### src/rtl/corr_engine.sv
`default_nettype none
// ============================================================================
//  Module   : corr_engine
//  Purpose  : Template-match correlator. Streams one TPL_W x TPL_H window out
//             of frame and template RAMs and reports the unsigned sum of
//             pixel products.
//  Revision : 1.0  initial release
// ============================================================================
module corr_engine #(
    parameter int TPL_W = 16,
    parameter int TPL_H = 16,
    parameter int IMG_W = 640,
    parameter int IMG_H = 480,
    parameter int PIX_W = 8
) (
    input  logic             iCLK,
    input  logic             iRST,
    input  logic             iFrameDone,
    input  logic             iScanDone,
    input  logic [12:0]      iX,
    input  logic [12:0]      iY,
    output logic [18:0]      oFrameAddr,
    input  logic [PIX_W-1:0] iFramePix,
    output logic [15:0]      oTplAddr,
    input  logic [PIX_W-1:0] iTplPix,
    output logic [31:0]      oCurrentCorr,
    output logic             oCorrFinished,
    output logic             oBusy
);

    localparam int TXW = (TPL_W > 1) ? $clog2(TPL_W) : 1;
    localparam int TYW = (TPL_H > 1) ? $clog2(TPL_H) : 1;
    localparam int PW2 = 2 * PIX_W;

    localparam logic [TXW-1:0] c_TX_LAST    = TXW'(TPL_W - 1);
    localparam logic [TYW-1:0] c_TY_LAST    = TYW'(TPL_H - 1);
    localparam logic [13:0]    c_IMG_W      = 14'(IMG_W);
    localparam logic [13:0]    c_IMG_H      = 14'(IMG_H);
    localparam logic [31:0]    c_ROW_STRIDE = 32'(IMG_W);

    typedef enum logic [2:0] {
        ST_IDLE   = 3'd0,
        ST_SETTLE = 3'd1,
        ST_RUN    = 3'd2,
        ST_DRAIN  = 3'd3,
        ST_DONE   = 3'd4
    } state_t;

    state_t r_state;
    state_t w_nextState;
    logic   r_phase;

    // Indices and geometry of the pixel whose address is currently presented
    logic [TXW-1:0] r_tx;
    logic [TYW-1:0] r_ty;
    logic [13:0]    r_x0;
    logic [13:0]    r_col;
    logic [13:0]    r_row;
    logic [31:0]    r_rowBase;
    logic           r_inb;

    logic [TXW-1:0] w_tx;
    logic [TYW-1:0] w_ty;
    logic [13:0]    w_col;
    logic [13:0]    w_row;
    logic [31:0]    w_rowBase;
    logic           w_inb;
    logic [18:0]    w_frameAddr;

    logic           w_latch;
    logic           w_lastPix;
    logic           w_issue;

    logic           r_inbD;
    logic [PW2-1:0] w_prod;
    logic [PW2-1:0] r_prod;
    logic [31:0]    r_acc;

    assign w_latch   = (r_state == ST_SETTLE) && r_phase;
    assign w_lastPix = (r_tx == c_TX_LAST) && (r_ty == c_TY_LAST);
    assign w_issue   = w_latch || ((r_state == ST_RUN) && !w_lastPix);
    assign w_prod    = PW2'(iFramePix) * PW2'(iTplPix);

    // ------------------------------------------------------------------
    // Control FSM
    // ------------------------------------------------------------------
    always_ff @(posedge iCLK) begin
        if (iRST) begin
            r_state <= ST_IDLE;
            r_phase <= 1'b0;
        end else begin
            r_state <= w_nextState;
            r_phase <= (w_nextState == r_state) ? ~r_phase : 1'b0;
        end
    end

    always_comb begin
        w_nextState = r_state;
        case (r_state)
            ST_IDLE:   if (iFrameDone && !iScanDone) w_nextState = ST_SETTLE;
            ST_SETTLE: if (r_phase)                  w_nextState = ST_RUN;
            ST_RUN:    if (w_lastPix)                w_nextState = ST_DRAIN;
            ST_DRAIN:  if (r_phase)                  w_nextState = ST_DONE;
            ST_DONE:                                 w_nextState = ST_IDLE;
            default:                                 w_nextState = ST_IDLE;
        endcase
    end

    assign oCorrFinished = (r_state == ST_DONE);
    assign oBusy         = (r_state != ST_IDLE);

    // ------------------------------------------------------------------
    // Next raster position; the latch cycle seeds it from the live origin
    // ------------------------------------------------------------------
    always_comb begin
        w_tx      = r_tx + 1'b1;
        w_ty      = r_ty;
        w_col     = r_col + 14'd1;
        w_row     = r_row;
        w_rowBase = r_rowBase;
        if (w_latch) begin
            w_tx      = '0;
            w_ty      = '0;
            w_col     = {1'b0, iX};
            w_row     = {1'b0, iY};
            w_rowBase = 32'(iY) * c_ROW_STRIDE;
        end else if (r_tx == c_TX_LAST) begin
            w_tx      = '0;
            w_ty      = r_ty + 1'b1;
            w_col     = r_x0;
            w_row     = r_row + 14'd1;
            w_rowBase = r_rowBase + c_ROW_STRIDE;
        end
        w_inb       = (w_col < c_IMG_W) && (w_row < c_IMG_H);
        w_frameAddr = 19'(w_rowBase + 32'(w_col));
    end

    // ------------------------------------------------------------------
    // Address generation, product pipeline and accumulator
    // ------------------------------------------------------------------
    always_ff @(posedge iCLK) begin
        if (iRST) begin
            r_tx         <= '0;
            r_ty         <= '0;
            r_x0         <= '0;
            r_col        <= '0;
            r_row        <= '0;
            r_rowBase    <= '0;
            r_inb        <= 1'b0;
            r_inbD       <= 1'b0;
            r_prod       <= '0;
            r_acc        <= '0;
            oFrameAddr   <= '0;
            oTplAddr     <= '0;
            oCurrentCorr <= '0;
        end else begin
            // Out-of-bounds pixels flow through as zero products
            r_inbD <= (r_state == ST_RUN) && r_inb;
            r_prod <= r_inbD ? w_prod : '0;

            if (w_latch) begin
                r_x0 <= {1'b0, iX};
            end

            if (w_issue) begin
                r_tx      <= w_tx;
                r_ty      <= w_ty;
                r_col     <= w_col;
                r_row     <= w_row;
                r_rowBase <= w_rowBase;
                r_inb     <= w_inb;
                oTplAddr  <= w_latch ? 16'd0 : oTplAddr + 16'd1;
                if (w_inb) begin
                    oFrameAddr <= w_frameAddr;
                end
            end else if (r_state == ST_RUN) begin
                r_inb <= 1'b0;
            end

            if (r_state == ST_DONE) begin
                oFrameAddr <= '0;
                oTplAddr   <= '0;
            end

            if (w_latch) begin
                r_acc <= '0;
            end else if ((r_state == ST_RUN) || (r_state == ST_DRAIN)) begin
                r_acc <= r_acc + 32'(r_prod);
            end

            // The final product is still in flight on the last DRAIN cycle
            if ((r_state == ST_DRAIN) && r_phase) begin
                oCurrentCorr <= r_acc + 32'(r_prod);
            end
        end
    end

endmodule
`default_nettype wire

### config.mk
export PLATFORM = sky130hd
export DESIGN_NAME = corr_engine
export DESIGN_NICKNAME = d
export VERILOG_FILES = /design/src/rtl/corr_engine.sv
export SDC_FILE = /design/constraint.sdc
export NUM_CORES = 1
export LEC_CHECK = 0
export ABC_AREA = 1
export CORE_UTILIZATION = 35
export DETAILED_ROUTE_END_ITERATION = 12
export GPL_TIMING_DRIVEN = 0
export PLACE_DENSITY_LB_ADDON = 0.05
export SLEW_MARGIN = 20
export SYNTH_ARGS = -nofsm -noshare
export SYNTH_HDL_FRONTEND = slang
export SYNTH_SLANG_ARGS = --single-unit
### constraint.sdc
create_clock -name iCLK -period 4.5 [get_ports iCLK]
set_clock_uncertainty 0.05 [all_clocks]
set_input_delay 0.45 -clock iCLK [delete_from_list [all_inputs] [get_ports iCLK]]
set_output_delay 0.45 -clock iCLK [all_outputs]
set_load 0.005 [all_outputs]
==> impl_metrics.env <==
export IMPL_setup_violations_final=0
export IMPL_synth_avg_cell_area_um2=6.80
export IMPL_num_rows=70
export IMPL_status="complete, no violations"
export IMPL_async_flop_share_pct=0
export IMPL_worstSkewPairLatency_ns=0.45
export IMPL_cts_root_buf="clkbuf_16"
export IMPL_whs_ns=0.369
export IMPL_synth_area_leaders="dfxtp_1 (29%), nand2_1 (12%), inv_1 (10%)"
export IMPL_cp_data_required_time_ns=4.82
export IMPL_grt_pass1_vias=11789
export IMPL_via_count=12309
export IMPL_cts_setup_buffers=0
export IMPL_cp_cell_sequence="clkbuf_1 -> nand2_1 -> fa_1 -> fa_1 -> inv_1 -> fa_1 -> inv_1 -> fa_1 -> inv_1 -> ha_1 -> nand2_1 -> nand2_1 -> a21oi_1 -> o21ai_1 -> inv_1 -> o21bai_1 -> o21ai_0 -> a21oi_1"
export IMPL_drc=0
export IMPL_totalWireLength_um=38000
export IMPL_antennaDiodeCount=0
export IMPL_post_synth_top_area_cell="dfxtp_1"
export IMPL_grt_overflow_total=0
export IMPL_crit_path_max_incr_delay_ns=0.54
export IMPL_initial_core_util_pct=35.6
export IMPL_htreeDepth=4
export IMPL_path_max_fanout=8
export IMPL_placed_area_um2=14600
export IMPL_fin_area_um2=15200
export IMPL_drt_wirelength_per_cell_um=15.1
export IMPL_die_w_um=195
export IMPL_ys_seq_elements=189
export IMPL_drive_gt1_share_pct=3.91
export IMPL_grt_usage_pct=20.5
export IMPL_worstReg2RegStart="r_state[0]"
export IMPL_dr_pass1_iters=5
export IMPL_endpoint_kind="flop"
export IMPL_io_pins=115
export IMPL_start_kind="input port"
export IMPL_hold_viol_final=0
export IMPL_setup_slack_ns=0.326
export IMPL_maxSlewHeadroom_pct=46.8
export IMPL_cts_sinks=189
export IMPL_slowest_stage="fa_1"
export IMPL_grt_max_degree=19
export IMPL_yosysWarnings=0
export IMPL_fp_coreArea_um2=36600
export IMPL_max_cap_viol_count=0
export IMPL_post_route_period_util_pct=92.8
export IMPL_min_from="iFramePix[0]"
export IMPL_rsz0062_at_grt="false"
export IMPL_syn_inst=1918
export IMPL_dp_hpwl_um=30300
export IMPL_postCtsHoldBufs=0
export IMPL_grt_pass1_wl_um=61700
export IMPL_layout_min_cycle_time_ns=4.17
export IMPL_ys_types=57
export IMPL_max_freq_mhz=240
export IMPL_slew_viol_final=0
export IMPL_syn_to_final_growth_pct=16.5
export IMPL_drt_initial_drc_count=684
export IMPL_synth_top_cell_area_share_pct=29.0
export IMPL_yosysSeqAreaShare_pct=29.0
export IMPL_ant_nets=0
export IMPL_antenna_found_initial=0
export IMPL_cts_resized=0
export IMPL_cts_buffer_depth=2
export IMPL_dpl_worst_slack_ns=-0.254
export IMPL_ir_drop_mv=0.296
export IMPL_tightest_slew_ns=0.790
export IMPL_powerDensity_nw_per_um2=283
export IMPL_nets=2207
export IMPL_nFillCells=3934
export IMPL_die_y_um=195
export IMPL_routed_via_density=4.90
export IMPL_io_buffer_count=97
export IMPL_synth_edff_count=0
export IMPL_synth_ff_type="dfxtp_1"
export IMPL_dieArea_um2=38000
export IMPL_cts_buffers=17
export IMPL_leakagePower_uw=0.00748
export IMPL_syn_area_um2=13000
export IMPL_critPathArrivalTime_ns=4.50
export IMPL_place_congestion=0.901
export IMPL_cts_tree="yes"
export IMPL_cts_clk_slew_worst_paths_ns=0.07
export IMPL_critPathKind="in2reg"
export IMPL_critPathLaunch="iFramePix[0]"
export IMPL_synth_fp_nets=2092
export IMPL_hold_path_class="in2reg"
[path summary, 6_finish.rpt]
check,end,slack [ns],cells after the start
setup reg to reg,oFrameAddr[18],0.50,23
hold / removal,r_prod[0],0.37,3
hold reg to reg,r_rowBase[6],0.39,2
setup / recovery,r_prod[13],0.33,18
[registers in the layout, summed over array words and instances, names as in the netlist, 3 cells and up]
name and flops:
r_x0 13, r_acc 32, oFrameAddr 19, oCurrentCorr 32
r_state 3, r_prod 16, r_row 14, r_col 14
oTplAddr 16, r_rowBase 19, r_tx 4, r_ty 4
[critical path: cells and delay by family]
kind	cells	cell delay (ns)
buffers and inverters	5	0.53
adder cells (fa/ha/maj)	5	2.49
AND/OR/NAND/NOR	3	0.28
AO/OA/AOI/OAI	5	0.73
[layout by cell type (no fill, tap or decap), types with 25 or more instances in the layout]
| cell type | Yosys | final |
|---|---|---|
| xor2_1 | 28 | 28 |
| nand2_1 | 417 | 417 |
| dfxtp_1 | 189 | 189 |
| ha_1 | 89 | 89 |
| clkdlybuf4s50_1 | 0 | 97 |
| o21ai_0 | 99 | 98 |
| nand3_1 | 116 | 116 |
| nand4_1 | 33 | 33 |
| o22ai_1 | 25 | 25 |
| fa_1 | 39 | 39 |
| nor2_1 | 178 | 178 |
| clkbuf_1 | 47 | 46 |
| a21oi_1 | 112 | 112 |
| inv_1 | 353 | 353 |
[area by class of cell]
cell class | instances | area (µm²) | share of cell area (%)
multi-input combinational | 1303 | 7640 | 50.3
sequential | 189 | 3780 | 24.9
inverter | 364 | 1370 | 9.03
timing repair buffer | 97 | 971 | 6.39
tap | 468 | 586 | 3.85
clock buffer | 17 | 425 | 2.80
buffer | 61 | 246 | 1.62
clock inverter | 15 | 170 | 1.12
[metal layers]
metal	up-vias	GRT usage [%]	wire [µm]
li1	6361	-	-
met4	0	4.49	461
met1	5695	29.6	19600
met5	-	0	0
met3	26	3.01	1510
met2	227	32.0	16400
[Yosys cell counts, drive strengths merged (12+ instances only)]
library cell and count:
inv 361, o211ai 15, buf 15, a21oi 114, o21a 12, o21ai 100
xnor2 12, xor2 28, clkbuf 47, nor3 22, fa 39, ha 89
nand3 117, nand2 419, nand4 34, o22ai 25, o21bai 20, dfxtp 189
nor2 190
[per-stage QoR]
step	util (%)	cells	power, µW	TNS, ns
after CTS	41.5	2515	4370	0
after floorplan	-	1918	2490	0
after detailed placement	39.9	2483	2770	-0.361
final	41.5	2514	4310	0
after global placement	39.9	2483	2770	-0.366
after global routing	41.5	2514	4580	0
[power by group]
part,total [µW],internal (µW),switching [µW]
Clock,1580,836,741
Combinational,1000,364,636
Sequential,1730,1710,24.0
[cells by family (layout without fill, tap and decap cells)]
group | Yosys count | count (layout) | share of synthesized area [%]
AO/OA/AOI/OAI | 326 | 326 | 14.6
adder cells (fa/ha/maj) | 128 | 128 | 14.5
flip-flops | 189 | 189 | 29.0
buffers and inverters | 426 | 554 | 12.4
AND/OR/NAND/NOR | 808 | 808 | 26.7
multiplexers | 1 | 1 | 0.0767
XOR/XNOR | 40 | 40 | 2.69
No activity file was read; power rests on OpenSTA's default activity.
==> edit: new RTL, same flow settings <==
`r_prod` no longer has a reset.
--- a/src/rtl/corr_engine.sv
+++ b/src/rtl/corr_engine.sv
@@ -148,7 +148,6 @@
             r_rowBase    <= '0;
             r_inb        <= 1'b0;
             r_inbD       <= 1'b0;
-            r_prod       <= '0;
             r_acc        <= '0;
             oFrameAddr   <= '0;
             oTplAddr     <= '0;
@@ -156,7 +155,6 @@
         end else begin
             // Out-of-bounds pixels flow through as zero products
             r_inbD <= (r_state == ST_RUN) && r_inb;
-            r_prod <= r_inbD ? w_prod : '0;
 
             if (w_latch) begin
                 r_x0 <= {1'b0, iX};
@@ -195,6 +193,10 @@
         end
     end
 
+    always_ff @(posedge iCLK) begin
+        r_prod <= r_inbD ? w_prod : '0;
+    end
+
 endmodule
 `default_nettype wire
 
Behaviour: no difference found for any inputs over 4 cycles, from zero or initial values and one cycle with iRST high; that may be too few to reach the edited logic, so the function may still have changed.
==> edit against the unedited design <==
Wire length rose by 3.6%. Highest routed layer unchanged. Sequential share of layout area decreased by 0.13 points. Sequential cell count is the same. Power fell by 0.16%. Area after synthesis increased by 0.66%. Final area is 0.54% higher. Setup slack worse by 0.025 ns. Die area increased by 0.65%.
==> edit: results <==
[synth]
synthTopCellsByCount = "nand2_1 (427), inv_1 (327), dfxtp_1 (189), nor2_1 (181), nand3_1 (139)"
synthTopCellsByArea = "dfxtp_1 (29%), nand2_1 (12%), inv_1 (9.3%)"
syn_nets = 2097
ys_types = 52
synth-seq-area-share = 0.288
syn_inst = 1923
async_reset_ff_frac = 0

[final_layout]
final_cell_count_no_fill = 2520
reg_top3 = "oCurrentCorr: 32 flops, r_acc: 32 flops"
layout-drive-gt1-share = 0.0487
fin_nets = 2213

[setup_path]
critPathMaxStageDelay_ns = 0.56
r2r-start = "r_tx[0]"
cp_data_arrival_time_ns = 4.48
slowest_stage = "fa_1"
rr_worst_depth = 20

[job]
drv_cap = 0

[grt]
met1_usage = 0.265
grt_pass1_wl_mm = 64.4
grtUsageMet2 = 0.384
grt_pass1_vias = 12447
grt_usage = 0.213

[hold_path]
hp-start = "iTplPix[0]"

[outcome]
status = "finished clean"

[route]
wl_met3_mm = 1.11
m1WireLength_mm = 18.2
drt_iter0_drc = 692
vias = 12441
wl_per_cell_um = 15.6

[placement]
io_buffer_count = 97
gp_congestion = 0.901
place_hpwl_mm = 31.0

[clocking]
cts_buffers = 17
htree_levels = 4

[sta]
tightest_slew_ns = 0.892

[power_and_ir_drop]
p_leak_uw = 0.00731
vdd.ir_drop.worst_v = 0.000290
p_sw_frac = 0.332
## edit: power groups by stage
stage / Combinational (µW) / Sequential, µW / Clock, µW
2_1_floorplan: 723 / 1770 / 0
3_3_place_gp: 1020 / 1770 / 0
3_5_place_dp: 1020 / 1770 / 0
4_1_cts: 1030 / 1730 / 1590
5_1_grt: 1180 / 1740 / 1650
6_report: 1020 / 1730 / 1550
## edit: layout make-up
cell class,count,area (µm²)
fillers,3979,21500
multi-input cells,1332,7790
flip-flops and latches,189,3780
inverters,340,1280
repair buffers,97,971
well taps,468,586
clock buffers,18,429
plain buffers,62,287
clock inverters,14,151
## edit: metrics by stage
| step | setup WS [ns] | area [µm²] | total power, µW |
|---|---|---|---|
| floorplan | 0.198 | 13100 | 2490 |
| global placement | -0.273 | 14700 | 2790 |
| finish | 0.301 | 15300 | 4300 |
| CTS | 0.169 | 15300 | 4350 |
| global route | -0.0147 | 15300 | 4570 |
| detailed placement | -0.309 | 14700 | 2790 |
## edit: worst max-delay path, delay by kind of cell
family	cells	cell delay (ns)
buf+inv	4	0.49
simple gates	1	0.14
fa+ha+maj	5	2.53
compound gates	5	0.86
## edit: kinds of logic (layout without fill, tap and decap cells)
family	Yosys count	after routing	share of synthesized area
and+or+nand+nor	851	851	0.283
DFF	189	189	0.288
xor gates and xnor gates	39	39	0.0260
adders and majority gates	128	128	0.144
AOI/OAI and AO/OA	314	314	0.139
buffers and inverters	402	531	0.119
## edit: final timing paths
check / endpoint / slack (ns)
hold / removal: r_prod[0] / 0.37
hold reg to reg: r_rowBase[2] / 0.39
setup reg to reg: oFrameAddr[10] / 0.40
setup / recovery: r_prod[12] / 0.30
